==> config.mk <==
export PLATFORM = sky130hd
export DESIGN_NAME = fc_window_data_ram
export DESIGN_NICKNAME = d
export VERILOG_FILES = /design/src/rtl/fc_window_data_ram.sv
export SDC_FILE = /design/constraint.sdc
export NUM_CORES = 1
export LEC_CHECK = 0
export CAP_MARGIN = 20
export CELL_PAD_IN_SITES_DETAIL_PLACEMENT = 1
export CELL_PAD_IN_SITES_GLOBAL_PLACEMENT = 2
export CORE_MARGIN = 4
export CORE_UTILIZATION = 43
export DETAILED_ROUTE_END_ITERATION = 7
export DONT_BUFFER_PORTS = 1
export PLACE_DENSITY_LB_ADDON = 0.25
export SKIP_CTS_REPAIR_TIMING = 1
export SYNTH_ARGS = -nofsm -noshare
export SYNTH_HDL_FRONTEND = slang
export SYNTH_SLANG_ARGS = --single-unit
==> constraint.sdc <==
create_clock -name CLK -period 3.6 [get_ports CLK]
set_clock_uncertainty 0.2 [all_clocks]
set_input_delay 0.18 -clock CLK [delete_from_list [all_inputs] [get_ports CLK]]
set_output_delay 0.18 -clock CLK [all_outputs]
set_load 0.01 [all_outputs]
==> src/rtl/fc_window_data_ram.sv <==
// FC data buffer: filled sequentially, drained as strided WINDOW-wide windows, one per clock.
// Define FC_RAM_WRAP_EN to wrap lanes past the fill level circularly instead of zero-padding them.
module fc_window_data_ram #(
    parameter int BIT_WIDTH = 16,
    parameter int DEPTH     = 16,
    parameter int WINDOW    = 5,
    parameter int ADDR_W    = $clog2(DEPTH),
    parameter int CNT_W     = $clog2(DEPTH + 1)
) (
    input  logic                        CLK,
    input  logic                        RST,
    input  logic                        wr_en,
    input  logic [BIT_WIDTH-1:0]        wr_data,
    input  logic                        wr_clear,
    output logic                        wr_ready,
    output logic                        full,
    output logic [CNT_W-1:0]            count,
    input  logic                        rd_start,
    input  logic [ADDR_W-1:0]           rd_base,
    input  logic [ADDR_W-1:0]           rd_stride,
    output logic                        busy,
    output logic                        rd_valid,
    output logic                        rd_last,
    output logic [WINDOW*BIT_WIDTH-1:0] data_out
);
    localparam int PW = CNT_W + 1;

    typedef enum logic {IDLE, SCAN} state_t;

    state_t                      state_q, state_d;
    logic [PW-1:0]               ptr_q, ptr_d;
    logic [ADDR_W-1:0]           stride_q, stride_d;
    logic [CNT_W-1:0]            lim_q, lim_d;
    logic [CNT_W-1:0]            count_q, count_d;
    logic                        rdValid_q, rdValid_d;
    logic                        rdLast_q, rdLast_d;
    logic [WINDOW*BIT_WIDTH-1:0] dataOut_q, dataOut_d;
    logic [WINDOW*BIT_WIDTH-1:0] window;
    logic [BIT_WIDTH-1:0]        ram_q [DEPTH];
    logic [PW-1:0]               laneIdx [WINDOW];
    logic [PW-1:0]               ptrNext, limExt;
    logic                        wrAccept, clearAccept, startAccept;

    assign busy        = (state_q == SCAN);
    assign full        = (count_q == CNT_W'(DEPTH));
    assign wr_ready    = ~busy & ~full;
    assign count       = count_q;
    assign rd_valid    = rdValid_q;
    assign rd_last     = rdLast_q;
    assign data_out    = dataOut_q;

    assign wrAccept    = wr_en & wr_ready;
    assign clearAccept = wr_clear & ~busy;
    assign startAccept = rd_start & (count_q != '0) & (PW'(rd_base) < PW'(count_q));
    assign limExt      = PW'(lim_q);
    assign ptrNext     = ptr_q + PW'(stride_q);

    // A clear in the same cycle as an accepted write discards the write.
    always_comb begin
        count_d = count_q;
        if (clearAccept) begin
            count_d = '0;
        end else if (wrAccept) begin
            count_d = count_q + CNT_W'(1);
        end
    end

    always_ff @(posedge CLK) begin
        if (wrAccept && !clearAccept) begin
            ram_q[count_q[ADDR_W-1:0]] <= wr_data;
        end
    end

    // Lanes are bounded by the fill level captured at scan start, not by DEPTH.
    always_comb begin
        window = '0;
        for (int k = 0; k < WINDOW; k++) begin
            laneIdx[k] = ptr_q + PW'(k);
`ifdef FC_RAM_WRAP_EN
            if (lim_q != '0) begin
                laneIdx[k] = laneIdx[k] % limExt;
                window[k*BIT_WIDTH +: BIT_WIDTH] = ram_q[laneIdx[k][ADDR_W-1:0]];
            end
`else
            if (laneIdx[k] < limExt) begin
                window[k*BIT_WIDTH +: BIT_WIDTH] = ram_q[laneIdx[k][ADDR_W-1:0]];
            end
`endif
        end
    end

    always_comb begin
        state_d   = state_q;
        ptr_d     = ptr_q;
        stride_d  = stride_q;
        lim_d     = lim_q;
        dataOut_d = dataOut_q;
        rdValid_d = 1'b0;
        rdLast_d  = 1'b0;
        case (state_q)
            IDLE: begin
                if (startAccept) begin
                    state_d  = SCAN;
                    ptr_d    = PW'(rd_base);
                    stride_d = (rd_stride == '0) ? ADDR_W'(1) : rd_stride;
                    lim_d    = count_q;
                end
            end
            SCAN: begin
                dataOut_d = window;
                rdValid_d = 1'b1;
                rdLast_d  = (ptrNext >= limExt);
                ptr_d     = ptrNext;
                if (ptrNext >= limExt) begin
                    state_d = IDLE;
                end
            end
            default: state_d = IDLE;
        endcase
    end

    always_ff @(posedge CLK or posedge RST) begin
        if (RST) begin
            state_q   <= IDLE;
            ptr_q     <= '0;
            stride_q  <= '0;
            lim_q     <= '0;
            count_q   <= '0;
            rdValid_q <= 1'b0;
            rdLast_q  <= 1'b0;
            dataOut_q <= '0;
        end else begin
            state_q   <= state_d;
            ptr_q     <= ptr_d;
            stride_q  <= stride_d;
            lim_q     <= lim_d;
            count_q   <= count_d;
            rdValid_q <= rdValid_d;
            rdLast_q  <= rdLast_d;
            dataOut_q <= dataOut_d;
        end
    end

endmodule

==> flow_metrics.tcl <==
set metrics [dict create \
    final_max_slew_viol_count 0 \
    power.leakage_nw 8.18 \
    synthDistinctLibCells 58 \
    drive_above_1_share_pct 33.3 \
    final-setup-viol-count 0 \
    crit_path_cell_trace "inv_1 -> ha_1 -> or3b_1 -> a21oi_1 -> nor2b_1 -> o21ba_1 -> a221o_1 -> dlygate4sd3_1" \
    worst-slew-pin-transition_ns 1.11 \
    synth-edff-count 256 \
    hold_class "in2reg" \
    synthesized_instance_count 1372 \
    async_reset_ff_share_pct 28.7 \
    postSynthNetCount 1442 \
    fillerInstances 4572 \
    ioPinCount 119 \
    finalSetupTns_ns 0 \
    clockBufferDepth 3 \
    grt_setup_unrepaired "false" \
    peak_per_stage_delay_on_the_critical_path_ns 0.57 \
    number_of_antenna_violations_at_the_first_check_in_global_routing 3 \
    cts_max_level 2 \
    global_route.overflow_total 0 \
    slowest_stage "dlygate4sd3_1" \
    hpwlAfterDp_um 45600 \
    req_time_crit_path_ns 3.83 \
    arrival_worst_endpoint_ns 3.62 \
    grt_pass1_wl_um 97100 \
    number_of_design_rule_violations_left_by_the_first_detailed_router_iteration 1508 \
    pwr_density_cell_nw_per_um2 1040 \
    placementRows 80 \
    final_nets 1470 \
    cts.reportedPaths.clkPinSlew_ns 0.07 \
    synth-warning-count 0 \
    setup.worst_path.start_class "flop" \
    routability_congestion_estimate 0.833 \
    final_area_um2 23300 \
    whs_ns -0.0325 \
    fin_crit_ns 3.38 \
    number_of_maximum_capacitance_violations 0 \
    ant_nets 0 \
    grt_max_degree 90 \
    synthToLayoutAreaGrowth_pct 12.3 \
    layout.core_utilization_pct 48.8 \
    ys_ff_latch 359 \
    cp_top_family "compound AO/OA/AOI/OAI gates" \
    route.final.wire_length_um 67300 \
    floorplan.initialDensity_pct 43.5 \
    avgViaCountPerCell 6.68 \
    area.sequential_um2 10300 \
    die_height_um 227 \
    die_w_um 227 \
    critPathMaxFanout 12 \
    postSynth.topFlopCell "edfxtp_1" \
    period_share_pct 94.0 \
    status "complete, but fails checks" \
    drt_drc_violations_left 0 \
    proportion_of_synthesized_chip_area_in_sequential_cells_pct 49.6 \
    multi_input_comb_area_um2 9540 \
    cts.sinks 359 \
    cts_buffers 42 \
    path_buf_inv 2 \
    syn-cell-area_um2 20700 \
    number_of_failing_hold_endpoints_at_the_final_stage 2 \
    numPortBuffers 0 \
    top_cell_type_s_share_of_synthesized_area_pct 37.1 \
    design.core.area_um2 47600 \
    drtPass1Iterations 5 \
    violations_in_the_final_reports "hold timing" \
    synth.largest_area_cell "edfxtp_1" \
    tritoncts "yes" \
    total_grt_usage_pct 25.8 \
    routedWlPerCell_um 32.8 \
    cell_types_occupying_the_most_area_after_synthesis "edfxtp_1, mux4_2, dfrtp_1" \
    grt_pass1_vias 13700 \
    post_dp_cell_area_um2 21500 \
    maximum_vdd_drop_mv 0.958 \
    critical_path.endpoint_type "flop" \
    fmax_ghz 0.296 \
    routed_vias 13700 \
    kind_of_critical_path "reg2reg" \
    syn_area_per_cell_um2 15.1 \
    clk_latency_ns 0.58 \
    max_slew_margin_pct 25.7 \
    design.die.area_um2 51700 \
    root_buffer_cell "clkbuf_16" \
]
-- synth_stat cells, drive strengths merged, types with 2 or more instances --
cell type    n
or2          2
nand2       15
a221oi      64
mux2        70
mux2i       55
xor2         3
nor3b        4
edfxtp     256
o32ai       16
inv        102
a21o         4
o31ai        2
nand4        3
dfrtp      103
a221o        3
nor2b        6
a21oi       10
a211oi       4
nand3        3
o21bai       2
o21ai       17
nand2b       6
o22ai       96
buf         71
xnor2       13
mux4       192
a22o        66
clkbuf      36
nor3         6
and2         5
a21boi       2
ha          40
nor2        83
-- registers in the layout, summed over array words and instances (netlist names) --
register / count
data_out: 80
rd_last: 1
count: 5
rd_valid: 1
ptr_q: 6
stride_q: 4
ram_q: 256
busy: 1
lim_q: 5
-- tightest hold or removal path, stage by stage --
cell,delay (ns)
nand3_1,0.05
a21oi_1,0.06
nor3_1,0.14
buf_4,0.19
nor3b_1,0.06
-- kinds of logic after synthesis --
family / after synthesis / synth area share [%]
flip-flops: 359 / 49.6
multiplexers: 317 / 27.3
buffers and inverters: 209 / 4.73
AND/OR/NAND/NOR: 140 / 3.15
AO/OA/AOI/OAI: 290 / 11.9
adder cells (fa/ha/maj): 41 / 2.51
XOR/XNOR: 16 / 0.767
-- cell type report --
cell class                      count  area share (%)
Antenna cell                        2          0.0215
Multi-Input combinational cell    804            41.0
Tap cell                          615            3.31
Clock inverter                     27            1.22
Timing Repair Buffer               91            3.63
Clock buffer                       51            4.93
Sequential cell                   359            44.2
Inverter                          102            1.67
-- stage by stage --
stage          power, mW  instances  worst slack [ns]
6_report            24.1       2051             0.217
5_1_grt             25.3       2050            0.0726
4_1_cts             24.0       2020             0.301
3_5_place_dp        19.5       1942             0.314
3_3_place_gp        19.3       1941             0.382
2_1_floorplan       15.2       1372             0.137
-- power breakdown --
group          total, mW  internal (mW)  switching (mW)
Sequential          5.39           4.88           0.507
Combinational       14.3           5.99            8.34
Clock               4.40           2.58            1.82
-- path summary, 6_finish.rpt --
| path | start | end | slack, ns | cells past startpoint |
|---|---|---|---|---|
| max in group asynchronous | RST | ptr_q[0] | 2.32 | 3 |
| worst max-delay path | count[1] | ptr_q[0] | 0.22 | 8 |
| min in group asynchronous | RST | data_out[36] | 0.07 | 2 |
| worst max register to register | count[1] | ptr_q[0] | 0.22 | 8 |
| worst min-delay path | rd_start | busy | -0.03 | 5 |
| worst min register to register | lim_q[4] | lim_q[4] | 0.31 | 1 |
-- cell usage in the layout, fill, tap and decap left out, types with 5 or more instances in the layout --
master	synthesis	layout
ha_1	40	39
xnor2_1	12	11
edfxtp_1	256	256
buf_4	10	55
buf_12	0	7
nand2_1	15	15
nor2_2	1	19
dlygate4sd3_1	0	29
nand2b_1	6	6
a221oi_1	21	21
nor2b_1	6	5
a21oi_1	9	9
dfrtp_1	103	100
mux4_2	192	192
a221oi_2	43	43
and2_1	5	5
mux2_2	70	70
o32ai_1	16	16
nor2_1	82	64
o22ai_1	96	96
inv_1	100	99
o21ai_1	7	6
clkbuf_16	0	43
a22o_1	66	66
o21ai_0	10	10
mux2i_1	55	54
clkinv_2	0	8
-- routing by layer --
layer / global-route usage [%] / wire (um) / part of all wire (%) / vias to the layer above
met1: 38.4 / 28800 / 43 / 7190
met2: 37.1 / 29200 / 43 / 718
met5: 0 / 9 / 0.013 / -
li1: - / - / - / 5697
met3: 8.63 / 8030 / 12 / 85
met4: 5.74 / 1260 / 1.9 / 2
No activity file was read; power rests on OpenSTA's default activity.
